`src/rtl/sleep_pkg.sv`:
```
// sleep_pkg: shared state encoding and counter-width helper for the sleep sequencer.
package sleep_pkg;

   typedef enum logic [2:0] {
      RUN,
      DRAIN,
      GATE,
      SLEEP,
      WAKE
   } sleep_state_e;

   function automatic int cnt_w(input int n);
      return (n > 2) ? $clog2(n) : 1;
   endfunction

endpackage

```
`src/rtl/sleep_ctrl_sat_counter.sv`:
```
// sat_counter: clearable up-counter that sticks at all-ones instead of wrapping.
module sat_counter #(
   parameter int W = 32
) (
   input  logic         clk,
   input  logic         rst_n,
   input  logic         clr,
   input  logic         en,
   output logic [W-1:0] cnt
);

   always_ff @(posedge clk or negedge rst_n) begin
      if (!rst_n)
         cnt <= '0;
      else if (clr)
         cnt <= '0;
      else if (en && !(&cnt))
         cnt <= cnt + 1'b1;
   end

endmodule

```
`src/rtl/sleep_ctrl.sv`:
```
// sleep_ctrl: WFI sleep sequencer driving the core clock-gate enable.
// All outputs are registered from next-state decode so clk_en_o is glitch-free.
module sleep_ctrl
   import sleep_pkg::*;
#(
   parameter int DRAIN_TIMEOUT = 64,
   parameter int WAKE_DELAY    = 4,
   parameter int CNT_W         = 32
) (
   input  logic             clk_i,
   input  logic             rst_n,
   input  logic             wfi_req_i,
   input  logic             pipe_empty_i,
   input  logic             irq_pending_i,
   input  logic             dbg_req_i,
   output logic             stall_fetch_o,
   output logic             clk_en_o,
   output logic             core_sleep_o,
   output logic             wake_o,
   output logic             drain_err_o,
   output logic [CNT_W-1:0] sleep_cnt_o
);

   localparam int DW = cnt_w(DRAIN_TIMEOUT);
   localparam int WW = cnt_w(WAKE_DELAY);

   sleep_state_e  state, next;
   logic [DW-1:0] drain_cnt, drain_nxt;
   logic [WW-1:0] wake_cnt, wake_nxt;
   logic          wake_src, timeout, err_nxt, gated_nxt;

   assign wake_src  = irq_pending_i | dbg_req_i;
   assign timeout   = drain_cnt == DW'(DRAIN_TIMEOUT - 1);
   assign gated_nxt = (next == GATE) || (next == SLEEP);

   always_comb begin
      next      = state;
      drain_nxt = drain_cnt;
      wake_nxt  = wake_cnt;
      err_nxt   = 1'b0;
      case (state)
         RUN:
            if (wfi_req_i && !wake_src) begin
               next      = DRAIN;
               drain_nxt = '0;
            end
         DRAIN:
            // abort beats a simultaneous pipe_empty so no wake pulse is owed
            if (wake_src)
               next = RUN;
            else if (pipe_empty_i)
               next = GATE;
            else if (timeout) begin
               next    = RUN;
               err_nxt = 1'b1;
            end else
               drain_nxt = drain_cnt + 1'b1;
         GATE, SLEEP:
            if (wake_src) begin
               next     = WAKE;
               wake_nxt = WW'(WAKE_DELAY - 1);
            end else
               next = SLEEP;
         WAKE:
            if (wake_cnt == '0)
               next = RUN;
            else
               wake_nxt = wake_cnt - 1'b1;
         default:
            next = RUN;
      endcase
   end

   always_ff @(posedge clk_i or negedge rst_n) begin
      if (!rst_n) begin
         state         <= RUN;
         drain_cnt     <= '0;
         wake_cnt      <= '0;
         stall_fetch_o <= 1'b0;
         clk_en_o      <= 1'b1;
         core_sleep_o  <= 1'b0;
         wake_o        <= 1'b0;
         drain_err_o   <= 1'b0;
      end else begin
         state         <= next;
         drain_cnt     <= drain_nxt;
         wake_cnt      <= wake_nxt;
         stall_fetch_o <= next != RUN;
         clk_en_o      <= !gated_nxt;
         core_sleep_o  <= gated_nxt;
         wake_o        <= (state == WAKE) && (next == RUN);
         drain_err_o   <= err_nxt;
      end
   end

   sat_counter #(.W(CNT_W)) u_sleep_cnt (
      .clk   (clk_i),
      .rst_n (rst_n),
      .clr   ((state == DRAIN) && (next == GATE)),
      .en    (state == SLEEP),
      .cnt   (sleep_cnt_o)
   );

endmodule

```
`config.mk`:
```
export PLATFORM = sky130hd
export DESIGN_NAME = sleep_ctrl
export DESIGN_NICKNAME = d
export VERILOG_FILES = /design/src/rtl/sleep_pkg.sv /design/src/rtl/sleep_ctrl_sat_counter.sv /design/src/rtl/sleep_ctrl.sv
export SDC_FILE = /design/constraint.sdc
export NUM_CORES = 1
export LEC_CHECK = 0
export CORE_UTILIZATION = 45
export DETAILED_ROUTE_END_ITERATION = 10
export GPL_TIMING_DRIVEN = 0
export HOLD_SLACK_MARGIN = 0.06
export PLACE_DENSITY_LB_ADDON = 0.12
export SLEW_MARGIN = 25
export SYNTH_ARGS = -nofsm -noshare
export SYNTH_HDL_FRONTEND = slang
export SYNTH_HIERARCHICAL = 1
export SYNTH_SLANG_ARGS = --single-unit
export TNS_END_PERCENT = 100
```
`constraint.sdc`:
```
create_clock -name clk_i -period 4.7 [get_ports clk_i]
set_input_delay 1.41 -clock clk_i [delete_from_list [all_inputs] [get_ports clk_i]]
set_output_delay 1.41 -clock clk_i [all_outputs]
set_load 0.1 [all_outputs]
```
==> qor.csv, run 1 <==
stage,metric,value,unit
die,dieArea,6200,µm²
finish,insertedDiodeCount,0,
setup_path,crit_arrival,2.00,ns
die,io_pins,43,
sta,skew,0.0140,ns
synthesis,synth_top_family_by_area,simple AND/OR/NAND/NOR gates,
die,fp.dieH,78.8,µm
clock_tree,clock_latency,0.30,ns
die,placeableCoreArea,5610,µm²
placement,postPlaceCellArea,3160,µm²
sta,drv_slew,0,
finish,nets,324,
placement,gp_congestion,0.836,
global_route,antenna_found_initial,0,
finish,area_growth,22.5,%
finish,layout_commonest_cell,dfrtp_1,
synthesis,async_flop_share,100,%
sta,setup_viol,0,
clock_tree,cts_resized,0,
synthesis,yosys.area.top_type_share,44.4,%
clock_tree,htree_levels,2,
synthesis,synth_simple_gate_area_share,29.4,%
power,powerDensity,658,nW/µm²
finish,final_cell_mix,"47 x dfrtp_1, 41 x clkdlybuf4s50_1, 22 x nand2_1, 19 x nor2_1, 19 x a21oi_1",
clock_tree,cts_setup_buffers,0,
synthesis,synth.cell_area,2650,µm²
finish,fin_area,3250,µm²
power,clkPwrFrac,11.6,%
synthesis,synth_edf_count,0,
setup_path,slowest_delay,1.19,ns
routing,drt_iter0_drc,46,
synthesis,ys_seq_area_share,45.4,%
synthesis,synth_cell_type_count,51,
placement,port_buffers,42,
setup_path,critical_path.cell_chain,clkdlybuf4s50_1,
synthesis,synthMuxAreaShare,1.75,%
setup_path,crit_path_start_kind,flip-flop,
die,start_util,47.3,%
synthesis,ys_ff_latch,48,
routing,wl,5990,µm
routing,drt_first_pass_iters,4,
power,p_leak,1.23,nW
routing,wl_per_cell,15.4,µm
synthesis,yosys_warnings,6,
global_route,first_global_vias,2173,
sta,tightestPinTransition,0.975,ns
die,die_x,78.8,µm
sta,hold_viol_final,0,
clock_tree,cts_inserted_buffers,5,
worst_hold_path,hold_path.class,reg2reg,
setup_path,reg2reg_slack,2.28,ns
power,vdd_drop_max,0.359,mV
clock_tree,cts.sink_count,48,
sta,finalWorstSetupSlack,1.29,ns
synthesis,synth_xor_area_share,2.64,%
clock_tree,clk_pin_slew,0.10,ns
sta,rsz0062_at_grt,false,
setup_path,path_delay_family,buffers and inverters,
clock_tree,cts_root_buf,clkbuf_8,
global_route,grt_pass1_wl,10400,µm
global_route,grt_max_degree,49,
power,switchingPower,1.23,mW
clock_tree,hold_buffers,0,
setup_path,cp_max_fo,7,
routing,vias,2245,
synthesis,synth_area_leaders,"dfrtp_1 44%, or4_1 4.2%, a21oi_1 3.6%",
power,p_comb_share,56.7,%
placement,dpl.hpwl,4260,µm
die,fp-row-count,27,
synthesis,yosys.area.top_type,dfrtp_1,
routing,drc,0,
global_route,grt.total_usage,21.4,%
setup_path,path_class,reg2out,
sta,fin_tns_setup,0,ns
status,outcome,finished clean,
sta,maxSlewHeadroom,34.8,%
synthesis,synth_ff_type,dfrtp_1,
routing,viasPerCell,5.79,
global_route,grt_overflow,0,
synthesis,syn_area_per_cell,9.97,µm²
sta,period_minus_slack,3.41,ns
finish,drive_gt1_share,9.81,%
synthesis,synth_compound_area_share,15.1,%
placement,place_ws,0.991,ns
setup_path,critPathSlowestCell,clkdlybuf4s50_1,
setup_path,crit_required,3.29,ns
power,power,2.14,mW
sta,fmax,0.293,GHz
synthesis,syn_nets,275,
power,swShare,57.5,%
setup_path,path_buf_inv,1,
clock_tree,cts_tree,yes,
sta,finalCritPeriodShare,72.5,%
setup_path,critPathCaptureType,output pin,
power,seqPwrFrac,31.7,%
run,drv_cap,0,
synthesis,netlist_instances,266,
clock_tree,cts_buffer_depth,2,
power,cellInternalPower,909,µW
routing,route.antenna.remaining_nets,0,
synthesis,synthAdderAreaFrac,1.42,%
sta,hold_ws,0.529,ns
-- per-stage QoR --
step | utilization (%) | std cells
after floorplan | - | 266
after global placement | 56.4 | 380
after detailed placement | 56.3 | 380
after CTS | 57.9 | 388
after global routing | 57.9 | 388
final | 57.9 | 388
-- path summary, 6_finish.rpt --
check	startpoint	endpoint	cells past startpoint
worst max register to register	state[2]	u_sleep_cnt/cnt[30]	8
max in group asynchronous	rst_n	u_sleep_cnt/cnt[23]	1
min in group asynchronous	rst_n	u_sleep_cnt/cnt[28]	1
worst min-delay path	wake_cnt[1]	wake_cnt[1]	2
worst max-delay path	u_sleep_cnt/cnt[19]	sleep_cnt_o[19]	1
worst min register to register	wake_cnt[1]	wake_cnt[1]	2
-- metal layers --
metal	part of all wire [%]	global-route usage (%)	up-vias
met1	46	28.6	1083
li1	-	-	1112
met4	0.90	6.11	0
met5	0	0	-
met2	49	35.7	43
met3	3.2	3.45	7
-- power by group through the flow --
| stage | clock, mW | sequential [mW] | combinational (mW) |
|---|---|---|---|
| after floorplan | 0 | 1.39 | 0.211 |
| after global placement | 0 | 0.681 | 1.20 |
| after detailed placement | 0 | 0.686 | 1.21 |
| after CTS | 0.256 | 0.677 | 1.22 |
| after global routing | 0.276 | 0.699 | 1.27 |
| final | 0.248 | 0.678 | 1.21 |
-- worst reg2reg max path, cell delays in order, from the launching register on --
cell,delay (ns)
dfrtp_1,0.38
buf_6,0.14
nand2b_1,0.18
nor2_1,0.24
inv_1,0.15
nor4_4,0.46
nand4_2,0.27
or3_1,0.40
a21oi_1,0.14
-- state kept, by name, indices dropped and copies added (netlist names) --
register / count
state: 3
drain_cnt: 6
wake_o: 1
clk_en_o: 1
wake_cnt: 2
core_sleep_o: 1
drain_err_o: 1
u_sleep_cnt/cnt: 32
stall_fetch_o: 1
-- layout make-up --
cell class	count	area, µm²
Fill cell	519	2360
Multi-Input combinational cell	196	1340
Sequential cell	48	1200
Timing Repair Buffer	42	418
Tap cell	72	90.1
Clock buffer	6	72.6
Buffer	9	65.1
Inverter	13	48.8
Clock inverter	2	16.3
-- cells by family (layout without fill, tap and decap cells) --
logic type,after synthesis,after routing
flip-flops,48,48
XOR/XNOR,8,8
AO/OA/AOI/OAI,60,60
multiplexers,4,4
buffers and inverters,22,72
adder cells (fa/ha/maj),3,3
AND/OR/NAND/NOR,121,121
-- synthesized netlist by cell type (2+ instances only) --
cell,instances
dfrtp_1,47
nand4b_1,2
o31ai_1,10
nor2_1,19
a21oi_1,19
inv_1,13
nor4_1,4
o21ai_1,4
nand4_4,3
or4_1,15
clkbuf_1,4
nor3_1,4
nand3_1,12
o41ai_1,2
and4_1,3
nor2b_1,2
buf_6,4
o2111ai_1,4
nand2_1,22
o211ai_1,5
nand4_1,2
o21ai_0,11
or3_1,8
ha_1,3
or2_2,2
xnor2_1,2
mux2i_1,2
and2_1,3
and3_1,7
xor2_1,6
and4_4,2
Power figures use the tool's default switching activity.
==> run 2, diff against run 1 <==
==> constraint.sdc (replaced) <==
create_clock -name clk_i -period 2.75 [get_ports clk_i]
set_input_delay 0.825 -clock clk_i [delete_from_list [all_inputs] [get_ports clk_i]]
set_output_delay 0.825 -clock clk_i [all_outputs]
set_load 0.1 [all_outputs]
==> run 2 against run 1 <==
Compared with the run above:
- first-iteration DRC count is 35% higher
- combinational power increased by 68%
- sequential power rose by 70%
- clock power grew 70%
- global-route usage about the same
- largest power group unchanged
==> qor.csv, run 2 (same netlist as run 1, synthesis figures left out) <==
stage,metric,value,unit
setup_path,r2r_cells,8,
setup_path,critical_path.cell_chain,clkdlybuf4s50_1,
status,outcome,finished clean,
sta,period_minus_slack,2.70,ns
placement,gp_congestion,0.836,
routing,wl_per_cell,15.4,µm
sta,setup_viol,0,
placement,port_buffers,42,
die,placeableCoreArea,5610,µm²
power,p_leak,1.36,nW
finish,drive_gt1_share,10.8,%
global_route,grt.total_usage,21.4,%
clock_tree,clock_latency,0.31,ns
routing,drc,0,
clock_tree,cts_buffer_depth,2,
sta,finalCritPeriodShare,98.1,%
clock_tree,cts_tree,yes,
setup_path,critPathSlowestCell,clkdlybuf4s50_1,
finish,final_util,58.2,%
die,dieArea,6200,µm²
sta,hold_viol_final,0,
clock_tree,cts_root_buf,clkbuf_8,
setup_path,slowest_delay,1.15,ns
sta,hold_ws,0.505,ns
routing,route.antenna.remaining_nets,0,
die,start_util,47.3,%
setup_path,crit_arrival,1.87,ns
finish,largest-register,u_sleep_cnt/cnt,
sta,skew,0.0158,ns
sta,drv_slew,0,
setup_path,path_delay_family,buffers and inverters,
clock_tree,cts_inserted_buffers,5,
routing,drt_iter0_drc,62,
sta,rsz0062_at_grt,false,
setup_path,path_class,reg2out,
placement,dpl.hpwl,4260,µm
routing,vias,2245,
routing,viasPerCell,5.79,
finish,insertedDiodeCount,0,
clock_tree,cts.sink_count,48,
global_route,grt_overflow,0,
finish,final_cell_mix,"47 x dfrtp_1, 22 x nand2_1, 19 x nor2_1, 19 x a21oi_1, 19 x clkdlybuf4s50_1",
global_route,grt_max_degree,49,
setup_path,cp_max_fo,5,
routing,wl,5990,µm
clock_tree,htree_levels,2,
global_route,grt_pass1_wl,10400,µm
sta,fmax,0.371,GHz
die,fp.dieH,78.8,µm
finish,top_regs,"u_sleep_cnt/cnt x32, drain_cnt x6, state x3",
run,drv_cap,0,
setup_path,cp.depth,1,
setup_path,crit_path_start_kind,flip-flop,
setup_path,critPathCaptureType,output pin,
finish,largest_register_ffs,32,
finish,layout_commonest_cell,dfrtp_1,
die,fp-row-count,27,
routing,drt_first_pass_iters,4,
global_route,first_global_vias,2173,
global_route,antenna_found_initial,0,
sta,maxSlewHeadroom,35.1,%
setup_path,path_buf_inv,1,
die,io_pins,43,
worst_hold_path,hold_path.class,in2async,
clock_tree,clk_pin_slew,0.10,ns
clock_tree,hold_buffers,0,
power,powerDensity,1100,nW/µm²
finish,fin_area,3270,µm²
finish,area_growth,23.2,%
setup_path,crit_required,1.93,ns
sta,tightestPinTransition,0.970,ns
die,die_x,78.8,µm
placement,postPlaceCellArea,3160,µm²
finish,nets,324,
power,vdd_drop_max,0.575,mV
run 2: cell types whose count changed in the layout (fill, tap and decap cells not counted), sizes merged:
| cell | previous run | this run |
|---|---|---|
| clkdlybuf4s50 | 41 | 19 |
| dlygate4sd2 | 0 | 11 |
| dlymetal6s2s | 0 | 11 |
run 2: path summary, 6_finish.rpt:
check,start,endpoint,slack (ns)
setup / recovery,u_sleep_cnt/cnt[28],sleep_cnt_o[28],0.05
hold reg to reg,wake_cnt[1],wake_cnt[1],0.53
hold / removal,rst_n,u_sleep_cnt/cnt[28],0.51
setup reg to reg,state[2],u_sleep_cnt/cnt[24],0.33
min in group clk_i,wake_cnt[1],wake_cnt[1],0.53
max in group asynchronous,rst_n,u_sleep_cnt/cnt[11],1.81
run 2: per-stage QoR:
step                std cells  setup WS (ns)  setup TNS (ns)  total power [mW]
floorplan                 266          0.111               0              2.74
global placement          380         -0.568          -34.31              3.21
detailed placement        380         -0.374           -7.41              3.25
CTS                       388        0.00428               0              3.63
global route              388       0.000515               0              3.78
finish                    388         0.0510               0              3.60
run 2: layout make-up:
cell class | count | area (µm²)
clock buffer | 6 | 72.6
inverter | 13 | 48.8
buffer | 9 | 68.8
clock inverter | 2 | 16.3
multi-input combinational | 196 | 1340
tap | 72 | 90.1
timing repair buffer | 42 | 432
fill | 530 | 2340
sequential | 48 | 1200
run 2: per-layer routing:
metal | vias up | global-route usage (%) | share of wire [%]
met5 | - | 0 | 0
met4 | 0 | 6.11 | 0.95
met3 | 7 | 3.45 | 3.0
met2 | 40 | 35.7 | 49
met1 | 1087 | 28.6 | 47
li1 | 1111 | - | -
run 2: what timing repair did:
action / in CTS / in global routing
buffers inserted: 0 / 0
resized for setup: 13 / 13
hold endpoints to repair: 0 / 0
endpoints found under the setup margin: 22 / 21
run 2: power breakdown:
group	switching [mW]	internal, mW	total, mW
Clock	0.240	0.181	0.422
Sequential	0.257	0.896	1.15
Combinational	1.59	0.434	2.03
==> run 3, diff against run 2 <==
--- a/config.mk
+++ b/config.mk
@@ -8,8 +8,8 @@
 export CORE_UTILIZATION = 45
 export DETAILED_ROUTE_END_ITERATION = 10
 export GPL_TIMING_DRIVEN = 0
-export HOLD_SLACK_MARGIN = 0.06
 export PLACE_DENSITY_LB_ADDON = 0.12
+export SKIP_CTS_REPAIR_TIMING = 1
 export SLEW_MARGIN = 25
 export SYNTH_ARGS = -nofsm -noshare
 export SYNTH_HDL_FRONTEND = slang
==> constraint.sdc (replaced) <==
create_clock -name clk_i -period 2.7 [get_ports clk_i]
set_input_delay 0.81 -clock clk_i [delete_from_list [all_inputs] [get_ports clk_i]]
set_output_delay 0.81 -clock clk_i [all_outputs]
set_load 0.1 [all_outputs]
==> run 3 against run 2 <==
Compared with the run above:
- first-iteration DRC count grew 110%
- routed wire length grew 0.42%
- sequential share of layout area shrank 0.68 points
- non-clock buffer count is the same
- combinational power grew 3%
- critical endpoint is now sleep_cnt_o[1]
- largest power group unchanged
==> qor.csv, run 3 (same netlist as run 1, synthesis figures left out) <==
stage,metric,value,unit
routing,drt_first_pass_iters,4,
power,powerDensity,1110,nW/µm²
setup_path,cp_max_fo,4,
clock_tree,cts_tree,yes,
global_route,grt.total_usage,21.4,%
routing,drc,0,
power,cellInternalPower,1.57,mW
sta,finalCritPeriodShare,98.4,%
power,seqPwrFrac,31.7,%
placement,dpl.hpwl,4260,µm
sta,drv_slew,0,
global_route,grt_max_degree,49,
die,fp.dieH,78.8,µm
sta,hold_ws,0.499,ns
clock_tree,cts_buffer_depth,2,
sta,maxSlewHeadroom,35.1,%
setup_path,critical_path.cell_chain,clkdlybuf4s50_1,
finish,fillers,510,
finish,layout_commonest_cell,dfrtp_1,
placement,dp.cells,380,
global_route,grt_overflow,0,
setup_path,r2r_cells,8,
routing,wl,6010,µm
setup_path,crit_path_start_kind,flip-flop,
sta,setup_viol,0,
die,placeableCoreArea,5610,µm²
finish,area_growth,25.5,%
die,dieArea,6200,µm²
die,fp-row-count,27,
die,start_util,47.3,%
sta,skew,0.00834,ns
placement,gp_congestion,0.836,
die,die_x,78.8,µm
worst_hold_path,hold_path.class,in2async,
setup_path,crit_arrival,1.85,ns
routing,route.antenna.remaining_nets,0,
setup_path,critPathCaptureType,output pin,
setup_path,slowest_delay,1.15,ns
finish,layoutNonFillerInstCount,388,
power,p_comb_share,56.7,%
clock_tree,clk_pin_slew,0.09,ns
setup_path,path_delay_family,buffers and inverters,
status,outcome,finished clean,
power,vdd_drop_max,0.607,mV
global_route,first_global_vias,2173,
finish,insertedDiodeCount,0,
clock_tree,cts_root_buf,clkbuf_8,
global_route,grt_pass1_wl,10400,µm
routing,viasPerCell,5.77,
setup_path,reg2reg_slack,0.27,ns
finish,final_cell_mix,"47 x dfrtp_1, 30 x dlymetal6s2s_1, 22 x nand2_1, 19 x nor2_1, 19 x a21oi_1",
finish,drive_gt1_share,10.8,%
clock_tree,cts.sink_count,48,
setup_path,crit_required,1.89,ns
routing,wl_per_cell,15.5,µm
clock_tree,htree_levels,2,
power,switchingPower,2.13,mW
global_route,antenna_found_initial,0,
clock_tree,clock_latency,0.30,ns
finish,top_regs,"u_sleep_cnt/cnt x32, drain_cnt x6, state x3",
power,clkPwrFrac,11.5,%
sta,fmax,0.376,GHz
power,p_leak,1.50,nW
setup_path,path_buf_inv,1,
die,io_pins,43,
sta,period_minus_slack,2.66,ns
sta,hold_viol_final,0,
sta,tightestPinTransition,0.972,ns
setup_path,cp.depth,1,
clock_tree,cts_inserted_buffers,5,
setup_path,critPathSlowestCell,clkdlybuf4s50_1,
run,drv_cap,0,
setup_path,path_class,reg2out,
routing,drt_iter0_drc,128,
finish,nets,324,
routing,vias,2239,
finish,largest-register,u_sleep_cnt/cnt,
finish,largest_register_ffs,32,
placement,port_buffers,42,
power,swShare,57.5,%
==> run 3: final timing paths <==
path                               startpoint             endpoint
setup reg to reg                     state[2]  u_sleep_cnt/cnt[30]
hold / removal                          rst_n  u_sleep_cnt/cnt[28]
min in group clk_i                wake_cnt[1]          wake_cnt[1]
hold reg to reg                   wake_cnt[1]          wake_cnt[1]
max in group asynchronous               rst_n          drain_err_o
setup / recovery           u_sleep_cnt/cnt[1]       sleep_cnt_o[1]
==> run 3: per-layer routing <==
| layer | vias to the layer above | part of all wire, % | global-route usage, % | routed length (µm) |
|---|---|---|---|---|
| met1 | 1093 | 47 | 28.6 | 2830 |
| met3 | 7 | 3.0 | 3.45 | 180 |
| met4 | 0 | 0.90 | 6.11 | 54 |
| li1 | 1105 | - | - | - |
| met5 | - | 0 | 0 | 0 |
| met2 | 34 | 49 | 35.7 | 2950 |
==> run 3: layout make-up <==
type / count / area (µm²) / share of cell area (%)
clock buffer: 6 / 72.6 / 2.18
inverter: 13 / 48.8 / 1.47
sequential: 48 / 1200 / 36.1
buffer: 9 / 68.8 / 2.07
timing repair buffer: 42 / 493 / 14.8
clock inverter: 2 / 16.3 / 0.489
multi-input combinational: 196 / 1340 / 40.1
tap: 72 / 90.1 / 2.71
==> run 3: per-stage QoR <==
step / setup WS [ns] / power [mW] / utilization [%] / setup TNS [ns] / area (µm²)
after floorplan: 0.0610 / 2.79 / - / 0 / 2650
after global placement: -0.603 / 3.27 / 56.4 / -36.83 / 3160
after detailed placement: -0.409 / 3.31 / 56.3 / -8.25 / 3160
after CTS: -0.123 / 3.74 / 57.9 / -1.73 / 3250
after global routing: -0.00610 / 3.88 / 59.3 / -0.00610 / 3330
final: 0.0432 / 3.70 / 59.3 / 0 / 3330
==> run 3: power groups by stage <==
stage | clock network (mW) | logic [mW] | registers (mW)
floorplan | 0 | 0.368 | 2.42
global placement | 0 | 2.09 | 1.19
detailed placement | 0 | 2.11 | 1.19
CTS | 0.446 | 2.12 | 1.18
global route | 0.482 | 2.19 | 1.21
finish | 0.427 | 2.10 | 1.17
